[config.mk]
export PLATFORM = sky130hd
export DESIGN_NAME = frog_sprite_anim
export DESIGN_NICKNAME = d
export VERILOG_FILES = /design/src/rtl/frogger_pkg.sv /design/src/rtl/frog_hop_ctrl.sv /design/src/rtl/frog_sprite_anim.sv
export SDC_FILE = /design/constraint.sdc
export NUM_CORES = 1
export LEC_CHECK = 0
export CAP_MARGIN = 20
export CORE_UTILIZATION = 52
export CTS_CLUSTER_DIAMETER = 200
export DETAILED_ROUTE_END_ITERATION = 10
export PLACE_DENSITY = 0.89
export SLEW_MARGIN = 20
export SYNTH_ARGS = -nofsm -noshare
export SYNTH_HDL_FRONTEND = slang
export SYNTH_SLANG_ARGS = --single-unit
[constraint.sdc]
create_clock -name clk -period 4.25 [get_ports clk]
set_input_delay 0.85 -clock clk [delete_from_list [all_inputs] [get_ports clk]]
set_output_delay 0.85 -clock clk [all_outputs]
set_load 0.03 [all_outputs]
[src/rtl/frogger_pkg.sv]
// Shared types and constants for the frog sprite animator and its hop controller.
package frogger_pkg;

  localparam int FROG_COLOR_W = 6;

  typedef enum logic [1:0] {
    DIR_UP    = 2'd0,
    DIR_RIGHT = 2'd1,
    DIR_DOWN  = 2'd2,
    DIR_LEFT  = 2'd3
  } dir_t;

  typedef enum logic {
    IDLE = 1'b0,
    HOP  = 1'b1
  } hop_state_t;

  typedef logic [FROG_COLOR_W-1:0] color_t;

  localparam color_t COLOR_BLACK       = '0;
  localparam color_t COLOR_KEY_DEFAULT = '0;

  // Up and left move toward the origin.
  function automatic logic dir_is_negative(input dir_t d);
    return (d == DIR_UP) || (d == DIR_LEFT);
  endfunction

endpackage

[src/rtl/frog_hop_ctrl.sv]
// Hop state machine: committed position, facing, in-flight draw position and frame index.
// Draw position and frame only move on frame_tick so a frame is never torn.
module frog_hop_ctrl
  import frogger_pkg::*;
#(
  parameter int FRAMES    = 4,
  parameter int HOP_PX    = 32,
  parameter int HOP_TICKS = 8,
  parameter int X_MAX     = 608,
  parameter int Y_MAX     = 448,
  parameter int FW        = (FRAMES > 1) ? $clog2(FRAMES) : 1
) (
  input  logic          clk,
  input  logic          rst_n,
  input  logic          frame_tick,
  input  logic          spawn,
  input  logic [9:0]    spawn_x,
  input  logic [9:0]    spawn_y,
  input  logic          hop_req,
  input  logic [1:0]    hop_dir,
  output logic          hop_ready,
  output logic          hop_done,
  output logic [9:0]    frog_x,
  output logic [9:0]    frog_y,
  output logic [9:0]    draw_x,
  output logic [9:0]    draw_y,
  output dir_t          facing,
  output logic [FW-1:0] frame
);

  localparam int HTW = (HOP_TICKS > 1) ? $clog2(HOP_TICKS) : 1;
  localparam int TW  = HTW + 1;
  localparam logic [TW-1:0] LAST_STEP = TW'(HOP_TICKS - 1);
  localparam logic [11:0]   HOP_PX12  = 12'(HOP_PX);
  localparam logic [11:0]   X_MAX12   = 12'(X_MAX);
  localparam logic [11:0]   Y_MAX12   = 12'(Y_MAX);

  hop_state_t    state_reg, state_next;
  dir_t          dir_reg, facing_reg;
  logic [FW-1:0] frame_reg;
  logic [TW-1:0] step_reg;
  logic [9:0]    pos_x_reg, pos_y_reg;
  logic [9:0]    target_x_reg, target_y_reg;
  logic [9:0]    draw_x_reg, draw_y_reg;
  logic          hop_done_reg;

  dir_t          req_dir;
  logic          hop_acc;
  logic          in_bounds;
  logic          last_step;
  logic [11:0]   cand_x, cand_y;
  logic [TW-1:0] step_inc;
  logic [11:0]   hop_ofs;
  logic [FW-1:0] frame_inc;
  logic [11:0]   step_x, step_y;

  assign req_dir   = dir_t'(hop_dir);
  assign hop_acc   = hop_req && (state_reg == IDLE);
  assign last_step = (step_reg == LAST_STEP);
  assign step_inc  = step_reg + 1'b1;

  // Tick counts are powers of two, so the scaling divide is a shift.
  assign hop_ofs   = 12'((32'(step_inc) * 32'(HOP_PX)) >> HTW);
  assign frame_inc = FW'((32'(step_inc) * 32'(FRAMES)) >> HTW);

  // Candidate landing spot and bounds check for a requested hop.
  always_comb begin
    cand_x    = {2'b00, pos_x_reg};
    cand_y    = {2'b00, pos_y_reg};
    in_bounds = 1'b1;
    unique case (req_dir)
      DIR_UP: begin
        if ({2'b00, pos_y_reg} < HOP_PX12) in_bounds = 1'b0;
        else cand_y = {2'b00, pos_y_reg} - HOP_PX12;
      end
      DIR_DOWN: begin
        cand_y = {2'b00, pos_y_reg} + HOP_PX12;
        if (cand_y > Y_MAX12) in_bounds = 1'b0;
      end
      DIR_LEFT: begin
        if ({2'b00, pos_x_reg} < HOP_PX12) in_bounds = 1'b0;
        else cand_x = {2'b00, pos_x_reg} - HOP_PX12;
      end
      DIR_RIGHT: begin
        cand_x = {2'b00, pos_x_reg} + HOP_PX12;
        if (cand_x > X_MAX12) in_bounds = 1'b0;
      end
      default: in_bounds = 1'b0;
    endcase
  end

  // Intermediate draw position for the next step of the current hop.
  always_comb begin
    step_x = {2'b00, pos_x_reg};
    step_y = {2'b00, pos_y_reg};
    if (dir_reg == DIR_UP || dir_reg == DIR_DOWN) begin
      if (dir_is_negative(dir_reg)) step_y = {2'b00, pos_y_reg} - hop_ofs;
      else                          step_y = {2'b00, pos_y_reg} + hop_ofs;
    end else begin
      if (dir_is_negative(dir_reg)) step_x = {2'b00, pos_x_reg} - hop_ofs;
      else                          step_x = {2'b00, pos_x_reg} + hop_ofs;
    end
  end

  always_ff @(posedge clk or negedge rst_n) begin
    if (!rst_n) state_reg <= IDLE;
    else        state_reg <= state_next;
  end

  always_comb begin
    state_next = state_reg;
    if (spawn) begin
      state_next = IDLE;
    end else begin
      unique case (state_reg)
        IDLE:    if (hop_acc && in_bounds) state_next = HOP;
        HOP:     if (frame_tick && last_step) state_next = IDLE;
        default: state_next = IDLE;
      endcase
    end
  end

  always_comb begin
    hop_ready = (state_reg == IDLE);
  end

  always_ff @(posedge clk or negedge rst_n) begin
    if (!rst_n) begin
      dir_reg      <= DIR_UP;
      facing_reg   <= DIR_UP;
      frame_reg    <= '0;
      step_reg     <= '0;
      pos_x_reg    <= '0;
      pos_y_reg    <= '0;
      target_x_reg <= '0;
      target_y_reg <= '0;
      draw_x_reg   <= '0;
      draw_y_reg   <= '0;
      hop_done_reg <= 1'b0;
    end else if (spawn) begin
      facing_reg   <= DIR_UP;
      frame_reg    <= '0;
      step_reg     <= '0;
      pos_x_reg    <= spawn_x;
      pos_y_reg    <= spawn_y;
      draw_x_reg   <= spawn_x;
      draw_y_reg   <= spawn_y;
      hop_done_reg <= 1'b0;
    end else begin
      hop_done_reg <= 1'b0;
      if (state_reg == IDLE) begin
        // A blocked hop still turns the frog to face the wall.
        if (hop_acc) begin
          facing_reg <= req_dir;
          if (in_bounds) begin
            dir_reg      <= req_dir;
            target_x_reg <= cand_x[9:0];
            target_y_reg <= cand_y[9:0];
            step_reg     <= '0;
            frame_reg    <= '0;
          end
        end
      end else if (frame_tick) begin
        step_reg <= step_inc;
        if (last_step) begin
          pos_x_reg    <= target_x_reg;
          pos_y_reg    <= target_y_reg;
          draw_x_reg   <= target_x_reg;
          draw_y_reg   <= target_y_reg;
          frame_reg    <= '0;
          hop_done_reg <= 1'b1;
        end else begin
          draw_x_reg <= step_x[9:0];
          draw_y_reg <= step_y[9:0];
          frame_reg  <= frame_inc;
        end
      end
    end
  end

  assign hop_done = hop_done_reg;
  assign frog_x   = pos_x_reg;
  assign frog_y   = pos_y_reg;
  assign draw_x   = draw_x_reg;
  assign draw_y   = draw_y_reg;
  assign facing   = facing_reg;
  assign frame    = frame_reg;

endmodule

[src/rtl/frog_sprite_anim.sv]
// Frog sprite animator: hop controller plus a 3-stage pixel pipeline through a synchronous sprite ROM.
// Optional TRANSPARENT_KEY_EN makes pixels equal to KEY_COLOR see-through.
module frog_sprite_anim
  import frogger_pkg::*;
#(
  parameter int SPRITE_W  = 32,
  parameter int FRAMES    = 4,
  parameter int HOP_PX    = 32,
  parameter int HOP_TICKS = 8,
  parameter int X_MAX     = 608,
  parameter int Y_MAX     = 448,
  parameter int COLOR_W   = FROG_COLOR_W,
  parameter logic [COLOR_W-1:0] KEY_COLOR = COLOR_W'(COLOR_KEY_DEFAULT),
  parameter int SW        = (SPRITE_W > 1) ? $clog2(SPRITE_W) : 1,
  parameter int FW        = (FRAMES > 1) ? $clog2(FRAMES) : 1,
  parameter int AW        = 2 + FW + 2 * SW
) (
  input  logic               clk,
  input  logic               rst_n,
  input  logic               frame_tick,
  input  logic               spawn,
  input  logic [9:0]         spawn_x,
  input  logic [9:0]         spawn_y,
  input  logic               hop_req,
  input  logic [1:0]         hop_dir,
  output logic               hop_ready,
  output logic               hop_done,
  output logic [9:0]         frog_x,
  output logic [9:0]         frog_y,
  input  logic [9:0]         colPos,
  input  logic [9:0]         rowPos,
  output logic [AW-1:0]      rom_addr,
  input  logic [COLOR_W-1:0] rom_data,
  output logic [COLOR_W-1:0] color,
  output logic               opaque
);

  logic [9:0]    draw_x, draw_y;
  dir_t          facing;
  logic [FW-1:0] frame;

  frog_hop_ctrl #(
    .FRAMES    (FRAMES),
    .HOP_PX    (HOP_PX),
    .HOP_TICKS (HOP_TICKS),
    .X_MAX     (X_MAX),
    .Y_MAX     (Y_MAX),
    .FW        (FW)
  ) u_ctrl (
    .clk        (clk),
    .rst_n      (rst_n),
    .frame_tick (frame_tick),
    .spawn      (spawn),
    .spawn_x    (spawn_x),
    .spawn_y    (spawn_y),
    .hop_req    (hop_req),
    .hop_dir    (hop_dir),
    .hop_ready  (hop_ready),
    .hop_done   (hop_done),
    .frog_x     (frog_x),
    .frog_y     (frog_y),
    .draw_x     (draw_x),
    .draw_y     (draw_y),
    .facing     (facing),
    .frame      (frame)
  );

  logic [10:0]        col_ext, row_ext;
  logic [10:0]        x_lo, x_hi, y_lo, y_hi;
  logic               in_sprite_c0;
  logic [SW-1:0]      local_x, local_y;
  logic [AW-1:0]      rom_addr_reg;
  logic               in_sprite_c1_reg, in_sprite_c2_reg;
  logic [COLOR_W-1:0] color_reg;
  logic               opaque_reg;
  logic               key_hit;
  logic               pixel_opaque;
  logic [COLOR_W-1:0] pixel_color;

  // 11-bit compare so the right/bottom edge never wraps past 1023.
  assign col_ext = {1'b0, colPos};
  assign row_ext = {1'b0, rowPos};
  assign x_lo    = {1'b0, draw_x};
  assign y_lo    = {1'b0, draw_y};
  assign x_hi    = x_lo + 11'(SPRITE_W);
  assign y_hi    = y_lo + 11'(SPRITE_W);

  assign in_sprite_c0 = (col_ext >= x_lo) && (col_ext < x_hi) &&
                        (row_ext >= y_lo) && (row_ext < y_hi);
  assign local_x = SW'(colPos - draw_x);
  assign local_y = SW'(rowPos - draw_y);

  always_ff @(posedge clk or negedge rst_n) begin
    if (!rst_n) begin
      rom_addr_reg     <= '0;
      in_sprite_c1_reg <= 1'b0;
      in_sprite_c2_reg <= 1'b0;
    end else begin
      rom_addr_reg     <= {facing, frame, local_y, local_x};
      in_sprite_c1_reg <= in_sprite_c0;
      in_sprite_c2_reg <= in_sprite_c1_reg;
    end
  end

  assign key_hit = (rom_data == KEY_COLOR);

  always_comb begin
    pixel_opaque = in_sprite_c2_reg;
    pixel_color  = rom_data;
`ifdef TRANSPARENT_KEY_EN
    if (key_hit) pixel_opaque = 1'b0;
`else
    // Key pixels pass through as their own colour.
    if (key_hit) pixel_color = KEY_COLOR;
`endif
  end

  always_ff @(posedge clk or negedge rst_n) begin
    if (!rst_n) begin
      color_reg  <= '0;
      opaque_reg <= 1'b0;
    end else begin
      color_reg  <= pixel_opaque ? pixel_color : '0;
      opaque_reg <= pixel_opaque;
    end
  end

  assign rom_addr = rom_addr_reg;
  assign color    = color_reg;
  assign opaque   = opaque_reg;

endmodule

==> metrics.cfg, run 1 <==
[critical_path]
crit_buf_inv=2
cp-end-kind=flip-flop
crit_chain=inv_1, ha_1, clkinv_1, nor2_1, xnor2_1, ha_1, nand3b_1, nand2_1, o211ai_1, o31ai_1, mux2i_1, or4b_1, and3_1
critPathTopFamily=simple AND/OR/NAND/NOR gates
cp-start-kind=flip-flop
crit_fanout=13
max_stage_delay_ns=0.52
cp.depth=13
r2r_cells=13
worstPathRequired_ns=4.50
crit_top_cell=ha_1
arrival_ns=3.94
critical_path_class=flip-flop to flip-flop
cp_slowest_cell=o31ai_1

[detailed_routing]
wl_per_cell_microns=18.2
drt_iter0_drc=558
via_count=6088
antenna_left=0
drt_wl_total_mm=18.2
route.detailed.drc=0
first_pass_iters=7
via_per_inst=6.08

[floorplan]
die_w_microns=117
initial_utilization_pct=53.7
die_h_microns=117
coreArea_sq_mm=0.0127
dieArea_sq_mm=0.0136
num_rows=41
io_pins=96

[timing]
hold_viol=0
skew_ns=0.00948
relSlewSlack_pct=39.7
hold_ws_ns=0.354
period_minus_slack_ns=3.69
rsz0062_at_grt=false
fin_crit_sh_pct=86.9
fmax_ghz=0.271
setup_tns_ns=0
setup_violations=0
tightest_slew_ns=0.905
finalMaxSlewViolations=0

[worst_hold_path]
whs_path_depth=0
hold_class=flip-flop to flip-flop

[pwr]
p_leak_uw=0.00352
vdd_drop_max_v=0.000219
finalPower_uw=3800
p_per_area_mw_per_mm2=464

[clocking]
path_clk_slew_ns=0.07
numClockSinks=95
cts_root_buf=clkbuf_16
clockBufferDepth=2
htree_levels=3
cts_buffers=9
clkLatencyLatePin_ns=0.36
cts_tree=built
post-cts-setup-buffers=0
cts-resized-gates=0
cts.hold.buffers_added=0

[run_status]
outcome=finished clean

[global_route]
grt_max_degree=73
grt_pass1_vias=5861
track_usage_pct=28.6
grt_pass1_wl_mm=29.6
grt-ovfl-total=0
antenna_found_initial=0

[placement]
hpwl_mm=13.0
numPortBuffers=95
gp_congestion=0.939
placed_area_sq_mm=0.00784

[finish]
layout_commonest_cell=dfrtp_1
n_antenna_cell=0
final_cell_mix=dfrtp_1, clkdlybuf4s50_1, nand2_1
area_delta_synth_final_pct=19.7
post-route-cell-area_sq_mm=0.00818
largest_reg_flops=14
drive_above_1_share_pct=7.60
finish.utilization_pct=64.3
n_fill_cell=1064
nNetsFinal=936

[logic_synthesis]
synthArstFlopShare_pct=100
synth_nets=867
synth-main-ff-cell=dfrtp_1
yosysUniqueCellTypes=68
synth_xor_area_share_pct=2.95
syn_avg_cell_area_sq_um=9.05
seq_area_frac_synth_pct=34.8
synthAdderAreaFrac_pct=11.2
yosysTopAreaCellShare_pct=34.8
synth_largest_area_cell=dfrtp_1
synth_mux_area_share_pct=8.06
yosys_warnings=0
synthesis.area_sq_mm=0.00683
syn_inst=755
ys_ff_latch=95
synth_compound_area_share_pct=20.1
synth-edff-count=0
synth_top_family_by_area=compound AO/OA/AOI/OAI gates
synthSimpleGateAreaFrac_pct=16.5
synth_area_leaders=dfrtp_1, ha_1, mux2_4

[flow_run]
drv_cap=0

[synth_stat cells (5+ instances only)]
cell and number:
dfrtp_1 95, nand2_1 58, ha_1 55, o21ai_0 54, a21oi_1 48, nor2_1 48
inv_1 45, clkbuf_1 30, mux2i_1 22, nor3_1 22, mux2_4 19, a211oi_1 18
xnor2_1 18, nor2b_1 15, o211ai_1 15, a31oi_1 11, nand2b_1 11, nand3_1 11
buf_4 10, or3_1 10, and2_1 9, nand3b_1 8, a21o_1 7, buf_2 7
o21a_1 7, o31ai_1 7, nand4_1 6, and3_1 5, xor2_1 5
[power breakdown]
group          internal [uW]  leakage (uW)  switching, uW
registers               1060       0.00117            166
logic                    746       0.00219            920
clock network            535      0.000155            367
total                   2340       0.00352           1450
[worst paths after layout]
kind / endpoint / slack, ns / start
worst max-delay path: u_ctrl.draw_y[9] / 0.56 / u_ctrl.dir_reg[1]
worst min-delay path: in_sprite_c2_reg / 0.35 / in_sprite_c1_reg
worst max register to register: u_ctrl.draw_y[9] / 0.56 / u_ctrl.dir_reg[1]
worst min register to register: in_sprite_c2_reg / 0.35 / in_sprite_c1_reg
max in group asynchronous: u_ctrl.draw_y[8] / 2.76 / rst_n
min in group asynchronous: rom_addr[5] / 0.62 / rst_n
[metrics by stage]
step | setup WS (ns) | std cells
floorplan | 1.00 | 755
global placement | 0.729 | 985
detailed placement | 0.667 | 985
CTS | 0.639 | 1001
global route | 0.305 | 1001
finish | 0.558 | 1001
[final cells by class]
cell class | count | area, sq um | area share (%)
Clock buffer | 10 | 239 | 2.92
Clock inverter | 6 | 92.6 | 1.13
Inverter | 48 | 180 | 2.20
Multi-Input combinational cell | 561 | 4020 | 49.2
Sequential cell | 95 | 2380 | 29.1
Tap cell | 172 | 215 | 2.63
Timing Repair Buffer | 109 | 1050 | 12.8
[logic make-up after synthesis]
kind of cell | count (synthesis)
AO/OA/AOI/OAI | 213
adder cells (fa/ha/maj) | 59
XOR/XNOR | 23
AND/OR/NAND/NOR | 221
buffers and inverters | 99
flip-flops | 95
multiplexers | 45
[worst register-to-register path, delay by kind of cell (launching register included)]
kind	cells	cell delay, ns
multiplexers	1	0.18
adder cells (fa/ha/maj)	2	0.83
flip-flops	1	0.35
AO/OA/AOI/OAI	2	0.62
AND/OR/NAND/NOR	5	1.06
buffers and inverters	2	0.37
XOR/XNOR	1	0.18
[metal layers]
layer | vias up | share of wire (%) | routed length, microns | track usage, %
met5 | - | 0 | 0 | 0
met4 | 0 | 2.3 | 418 | 9.45
met3 | 38 | 7.2 | 1310 | 5.19
met2 | 268 | 47 | 8490 | 47.6
met1 | 2917 | 44 | 7950 | 37.6
li1 | 2865 | - | - | -
Power figures use the tool's default switching activity.
==> run 2, diff against run 1 <==
--- a/constraint.sdc
+++ b/constraint.sdc
@@ -3,2 +3,2 @@
 set_output_delay 0.85 -clock clk [all_outputs]
-set_load 0.03 [all_outputs]
+set_load 0.02 [all_outputs]
==> results of run 2 <==
The final DEF is identical to that of run 1. Status: finished clean.
Main changes from that run: total power 3800 uW -> 3760 uW
